`src/rtl/uart_rx_ctrl.sv`:
```
// uart_rx_ctrl: arms a UART receiver, captures bytes on ready rising
// edges into a small FIFO and drives RTS with hysteresis.
// Ports:
//   i_divided_clk, i_rst      : clock, async active-high reset
//   i_enable, o_rx_en         : software enable, receiver enable
//   i_rx_data, i_rx_ready     : receiver byte and ready level
//   o_data, o_valid, i_ack    : FIFO head, non-empty, pop strobe
//   o_count                   : FIFO occupancy
//   o_rts_n                   : flow control (0 = sender may send)
//   o_overflow, i_clear_ovf   : sticky drop flag and its clear
//   o_idle                    : no push for IDLE_CYCLES in RUN
module uart_rx_ctrl #(
    parameter int DATA        = 8,
    parameter int DEPTH       = 8,
    parameter int HIGH_WATER  = 6,
    parameter int LOW_WATER   = 2,
    parameter int ARM_CYCLES  = 32,
    parameter int IDLE_CYCLES = 160
) (
    input  logic                   i_divided_clk,
    input  logic                   i_rst,
    input  logic                   i_enable,
    output logic                   o_rx_en,
    input  logic [DATA-1:0]        i_rx_data,
    input  logic                   i_rx_ready,
    output logic [DATA-1:0]        o_data,
    output logic                   o_valid,
    input  logic                   i_ack,
    output logic [$clog2(DEPTH):0] o_count,
    output logic                   o_rts_n,
    output logic                   o_overflow,
    input  logic                   i_clear_ovf,
    output logic                   o_idle
);

    localparam int AW = $clog2(DEPTH);
    localparam int CW = AW + 1;
    localparam int MW = $clog2(ARM_CYCLES + 1);
    localparam int IW = $clog2(IDLE_CYCLES + 1);

    typedef enum logic [1:0] {
        OFF,
        ARM,
        RUN
    } state_t;

    state_t          state;
    state_t          state_nx;
    logic [MW-1:0]   arm_cnt;
    logic [IW-1:0]   idle_cnt;
    logic [DATA-1:0] mem [DEPTH];
    logic [AW-1:0]   wr_ptr;
    logic [AW-1:0]   rd_ptr;
    logic [CW-1:0]   count;
    logic [CW-1:0]   count_nx;
    logic            prev_ready;
    logic            rts_n;
    logic            rts_nx;
    logic            overflow;
    logic            arm_done;
    logic            rise;
    logic            full;
    logic            pop;
    logic            wr_en;
    logic            drop;

    assign arm_done = (arm_cnt == MW'(ARM_CYCLES - 1));
    assign rise     = (state == RUN) && i_rx_ready && !prev_ready;
    assign full     = (count == CW'(DEPTH));
    assign pop      = i_ack && (count != '0);
    // A full FIFO still accepts a byte when a pop frees a slot
    // in the same cycle.
    assign wr_en    = rise && (!full || pop);
    assign drop     = rise && full && !pop;

    always_ff @(posedge i_divided_clk or posedge i_rst) begin
        if (i_rst) begin
            state <= OFF;
        end else begin
            state <= state_nx;
        end
    end

    always_comb begin
        state_nx = state;
        unique case (state)
            OFF: begin
                if (i_enable) state_nx = ARM;
            end
            ARM: begin
                if (!i_enable)     state_nx = OFF;
                else if (arm_done) state_nx = RUN;
            end
            RUN: begin
                if (!i_enable) state_nx = OFF;
            end
            default: state_nx = OFF;
        endcase
    end

    always_ff @(posedge i_divided_clk or posedge i_rst) begin
        if (i_rst) begin
            arm_cnt <= '0;
        end else if (state == ARM && state_nx == ARM) begin
            arm_cnt <= arm_cnt + 1'b1;
        end else begin
            arm_cnt <= '0;
        end
    end

    // Tracking ready every cycle also loads it on RUN entry, so a
    // level left high from an earlier frame is never seen as an edge.
    always_ff @(posedge i_divided_clk or posedge i_rst) begin
        if (i_rst) begin
            prev_ready <= 1'b0;
        end else begin
            prev_ready <= i_rx_ready;
        end
    end

    always_comb begin
        count_nx = count;
        if (wr_en && !pop)      count_nx = count + 1'b1;
        else if (!wr_en && pop) count_nx = count - 1'b1;
    end

    always_ff @(posedge i_divided_clk) begin
        if (wr_en) mem[wr_ptr] <= i_rx_data;
    end

    always_ff @(posedge i_divided_clk or posedge i_rst) begin
        if (i_rst) begin
            wr_ptr <= '0;
            rd_ptr <= '0;
            count  <= '0;
        end else begin
            if (wr_en) wr_ptr <= wr_ptr + 1'b1;
            if (pop)   rd_ptr <= rd_ptr + 1'b1;
            count <= count_nx;
        end
    end

    always_ff @(posedge i_divided_clk or posedge i_rst) begin
        if (i_rst) begin
            overflow <= 1'b0;
        end else if (drop) begin
            overflow <= 1'b1;
        end else if (i_clear_ovf) begin
            overflow <= 1'b0;
        end
    end

    // Between the water marks RTS holds, giving hysteresis.
    always_comb begin
        rts_nx = rts_n;
        if (state_nx != RUN)                   rts_nx = 1'b1;
        else if (count_nx >= CW'(HIGH_WATER)) rts_nx = 1'b1;
        else if (count_nx <= CW'(LOW_WATER))  rts_nx = 1'b0;
    end

    always_ff @(posedge i_divided_clk or posedge i_rst) begin
        if (i_rst) begin
            rts_n <= 1'b1;
        end else begin
            rts_n <= rts_nx;
        end
    end

    always_ff @(posedge i_divided_clk or posedge i_rst) begin
        if (i_rst) begin
            idle_cnt <= '0;
        end else if (state_nx != RUN || state != RUN || rise) begin
            idle_cnt <= '0;
        end else if (idle_cnt != IW'(IDLE_CYCLES)) begin
            idle_cnt <= idle_cnt + 1'b1;
        end
    end

    assign o_rx_en    = (state != OFF);
    assign o_data     = mem[rd_ptr];
    assign o_valid    = (count != '0);
    assign o_count    = count;
    assign o_rts_n    = rts_n;
    assign o_overflow = overflow;
    assign o_idle     = (state == RUN) && (idle_cnt == IW'(IDLE_CYCLES));

endmodule

```
`config.mk`:
```
export PLATFORM = sky130hd
export DESIGN_NAME = uart_rx_ctrl
export DESIGN_NICKNAME = d
export VERILOG_FILES = /design/src/rtl/uart_rx_ctrl.sv
export SDC_FILE = /design/constraint.sdc
export NUM_CORES = 1
export LEC_CHECK = 0
export ABC_CLOCK_PERIOD_IN_PS = 2300
export CORE_ASPECT_RATIO = 1.4
export CORE_MARGIN = 2
export CORE_UTILIZATION = 52
export CTS_CLUSTER_DIAMETER = 100
export DETAILED_ROUTE_END_ITERATION = 10
export PLACE_DENSITY = 0.73
export SYNTH_ARGS = -nofsm -noshare
export SYNTH_HDL_FRONTEND = slang
export SYNTH_SLANG_ARGS = --single-unit
export TNS_END_PERCENT = 100
```
`constraint.sdc`:
```
create_clock -name i_divided_clk -period 2.3 [get_ports i_divided_clk]
set_input_delay 0.23 -clock i_divided_clk [delete_from_list [all_inputs] [get_ports i_divided_clk]]
set_output_delay 0.23 -clock i_divided_clk [all_outputs]
set_load 0.01 [all_outputs]
```
==> impl_metrics.sql <==
INSERT INTO impl_metrics (metric_group, metric, value, unit) VALUES
('die', 'ios', '31', ''),
('placement', 'place_congestion', '0.849', ''),
('sta', 'achievable-frequency', '446', 'MHz'),
('cts', 'cts_num_sinks', '93', ''),
('grt', 'grt.total_usage', '19.0', '%'),
('power', 'vdd.ir_drop.worst', '498', 'uV'),
('sta', 'minimum_clock_period_after_layout', '2240', 'ps'),
('worst_setup_path', 'timing.critical_path.from_type', 'register', ''),
('cts', 'clock_path_buffers', '2', ''),
('finish', 'synthesis_to_layout_area_growth', '21.7', '%'),
('worst_setup_path', 'worstPathMaxFanout', '4', ''),
('synthesis', 'most_used_standard_cell_by_instance_count_after_synthesis', 'edfxtp_1', ''),
('sta', 'final-hold-violation-count', '0', ''),
('synthesis', 'synth_cell_type_count', '46', ''),
('worst_setup_path', 'critical_path.top_delay_family', 'multiplexers', ''),
('grt', 'antenna_found_initial', '0', ''),
('sta', 'relSlewSlack', '47.3', '%'),
('run', 'drv.max_cap_violation_count', '0', ''),
('synthesis', 'yosys.area.top_type_share', '47.5', '%'),
('min_path', 'min_path_type', 'input port to async pin', ''),
('cts', 'root_buffer', 'clkbuf_8', ''),
('die', 'fp.dieH', '108', 'um'),
('drt', 'route.detailed.vias_per_inst', '5.47', ''),
('synthesis', 'yosysWarningCount', '0', ''),
('synthesis', 'syn_area_per_cell', '15.2', 'um^2'),
('synthesis', 'synth_top_flop_cell', 'edfxtp_1', ''),
('sta', 'setup-tns-final', '0', 'ps'),
('cts', 'numCtsBuffers', '9', ''),
('die', 'die-width', '78.5', 'um'),
('synthesis', 'seq_total_area_yosys', '65.5', '%'),
('worst_setup_path', 'critical_path.max_stage_delay', '430', 'ps'),
('synthesis', 'synth-edff-count', '64', ''),
('die', 'floorplan.initialDensity', '52.8', '%'),
('die', 'design.die.area', '8510', 'um^2'),
('worst_setup_path', 'critical_path.endpoint_type', 'output pin', ''),
('synthesis', 'proportion_of_synthesized_flip_flops_having_asynchronous_set_or_reset', '31.2', '%'),
('grt', 'gr-total-overflow', '0', ''),
('worst_setup_path', 'critical_path_required', '2070', 'ps'),
('sta', 'maxSlewViolCount', '0', ''),
('power', 'power_density', '991', 'nW/um^2'),
('grt', 'first_global_vias', '2392', ''),
('worst_setup_path', 'r2r_cells', '6', ''),
('sta', 'timing.final.crit_share', '97.5', '%'),
('drt', 'ant_nets', '0', ''),
('finish', 'area.sequential', '2650', 'um^2'),
('finish', 'multi_input_area', '1320', 'um^2'),
('cts', 'htree_num_levels', '3', ''),
('drt', 'routed_wire_length_per_instance', '16.9', 'um'),
('outcome', 'outcome', 'finished clean', ''),
('synthesis', 'synth_area_leaders', 'edfxtp_1 48%, dfrtp_1 17%, mux4_2 8.9%', ''),
('power', 'report.power.total', '0.00488', 'W'),
('synthesis', 'yosys-top-cells-count', '64 x edfxtp_1, 28 x dfrtp_1, 22 x nor2_1', ''),
('placement', 'io_buffer_count', '30', ''),
('die', 'number_of_cell_rows', '38', ''),
('drt', 'number_of_optimization_iterations_in_the_first_detailed_route_pass', '4', ''),
('cts', 'clkSlewWorstSetupHoldPaths', '90', 'ps'),
('sta', 'max_slew.worst_pin.slew', '787', 'ps'),
('worst_setup_path', 'worst-endpoint-arrival', '2010', 'ps'),
('die', 'core-area', '7650', 'um^2'),
('grt', 'global_route_wire_length_before_repair', '11.8', 'mm'),
('worst_setup_path', 'slowest_stage', 'dfrtp_2', ''),
('worst_setup_path', 'worstSetupPathType', 'register to output pin', ''),
('synthesis', 'synthCells', '267', ''),
('finish', 'antennaDiodeCount', '0', ''),
('cts', 'clk-insertion-delay-late', '360', 'ps'),
('power', 'reported_leakage_power', '1.81', 'nW'),
('worst_setup_path', 'number_of_cells_on_the_critical_path', '6', ''),
('cts', 'clock_tree_from_tritoncts', 'done', ''),
('synthesis', 'synth.net_count', '288', ''),
('placement', 'hpwl', '4.75', 'mm'),
('finish', 'drive_gt1_share', '25.4', '%');
tightest hold or removal path: cells and delay by family:
kind	cells	cell delay, ps
buffers and inverters	3	790
path summary, 6_finish.rpt:
kind | startpoint | end | slack, ps
hold reg to reg | arm_cnt[0]$_DFF_PP0_ | arm_cnt[0]$_DFF_PP0_ | 470
max in group asynchronous | i_rst | o_rts_n$_DFFE_PP1P_ | 1740
setup / recovery | rd_ptr[0]$_DFFE_PP0N_ | o_data[5] | 60
setup reg to reg | o_count[0]$_DFF_PP0_ | mem[4][4]$_DFFE_PP_ | 190
min in group i_divided_clk | i_clear_ovf | o_overflow$_DFFE_PP0P_ | 430
hold / removal | i_rst | idle_cnt[3]$_DFFE_PP0P_ | 240
routing by layer:
layer	global-route usage [%]	vias up	routed length, um	share of wire (%)
met5	0	-	0	0
met2	33.2	60	3900	54
met4	10.0	0	174	2.4
met3	4.09	14	326	4.5
met1	21.9	1166	2880	40
li1	-	1119	-	-
placed cells by master (no fill, tap or decap), types with 5 or more instances in the layout:
| cell | netlist | final |
|---|---|---|
| nand3_1 | 13 | 13 |
| clkbuf_8 | 0 | 9 |
| clkdlybuf4s50_1 | 0 | 20 |
| inv_1 | 9 | 9 |
| mux2_2 | 10 | 10 |
| clkdlybuf4s15_1 | 0 | 6 |
| xor2_1 | 5 | 5 |
| a21oi_1 | 5 | 5 |
| nand2_1 | 14 | 14 |
| dfrtp_1 | 28 | 27 |
| edfxtp_1 | 64 | 64 |
| nor2_1 | 22 | 22 |
| nor3_1 | 7 | 6 |
| mux4_2 | 16 | 16 |
| nand2b_1 | 6 | 6 |
| ha_1 | 7 | 7 |
| xnor2_1 | 9 | 9 |
| buf_4 | 1 | 23 |
layout make-up:
cell class                      instances  share of cell area, %
Clock buffer                           11                   2.67
Clock inverter                          5                   1.70
Inverter                                9                  0.686
Multi-Input combinational cell        154                   26.8
Sequential cell                        93                   53.8
Tap cell                              100                   2.54
Timing Repair Buffer                   59                   11.8
cell families (layout without fill, tap and decap cells):
kind of cell,count (synthesis),count (layout),share of synthesized area (%)
AO/OA/AOI/OAI,18,18,3.31
XOR/XNOR,14,14,3.03
adder cells (fa/ha/maj),7,7,2.17
buffers and inverters,20,84,2.26
flip-flops,93,93,65.5
multiplexers,29,29,12.6
AND/OR/NAND/NOR,86,86,11.2
flip-flops by register name, indices dropped and copies added (netlist names):
register and flops:
arm_cnt 6, idle_cnt 8, mem 64, o_count 4
o_overflow 1, o_rts_n 1, prev_ready 1, rd_ptr 3
state 2, wr_ptr 3
repair_timing:
action                     4_1_cts  5_1_grt
pin swaps                        1        0
buffers inserted                 6        0
setup endpoints to repair       10        3
gates cloned                     1        0
resized for setup               26        3
power by group:
part	switching (W)	leakage, nW	internal [W]
Clock	0.000553	0.100	0.000617
Combinational	0.000710	0.755	0.00106
Sequential	0.0000794	0.956	0.00186
metrics by stage:
stage / util, % / hold WS (ps) / cell area, um^2 / instances / setup slack, ps
4_1_cts: 64.3 / 242 / 4920 / 431 / 12.0
5_1_grt: 64.3 / 307 / 4920 / 431 / 3.99
2_1_floorplan: - / 261 / 4060 / 267 / 55.9
6_report: 64.3 / 240 / 4920 / 431 / 57.0
3_3_place_gp: 60.3 / 456 / 4610 / 408 / 40.6
3_5_place_dp: 60.3 / 455 / 4610 / 408 / 49.1
No activity file was read; power rests on OpenSTA's default activity.
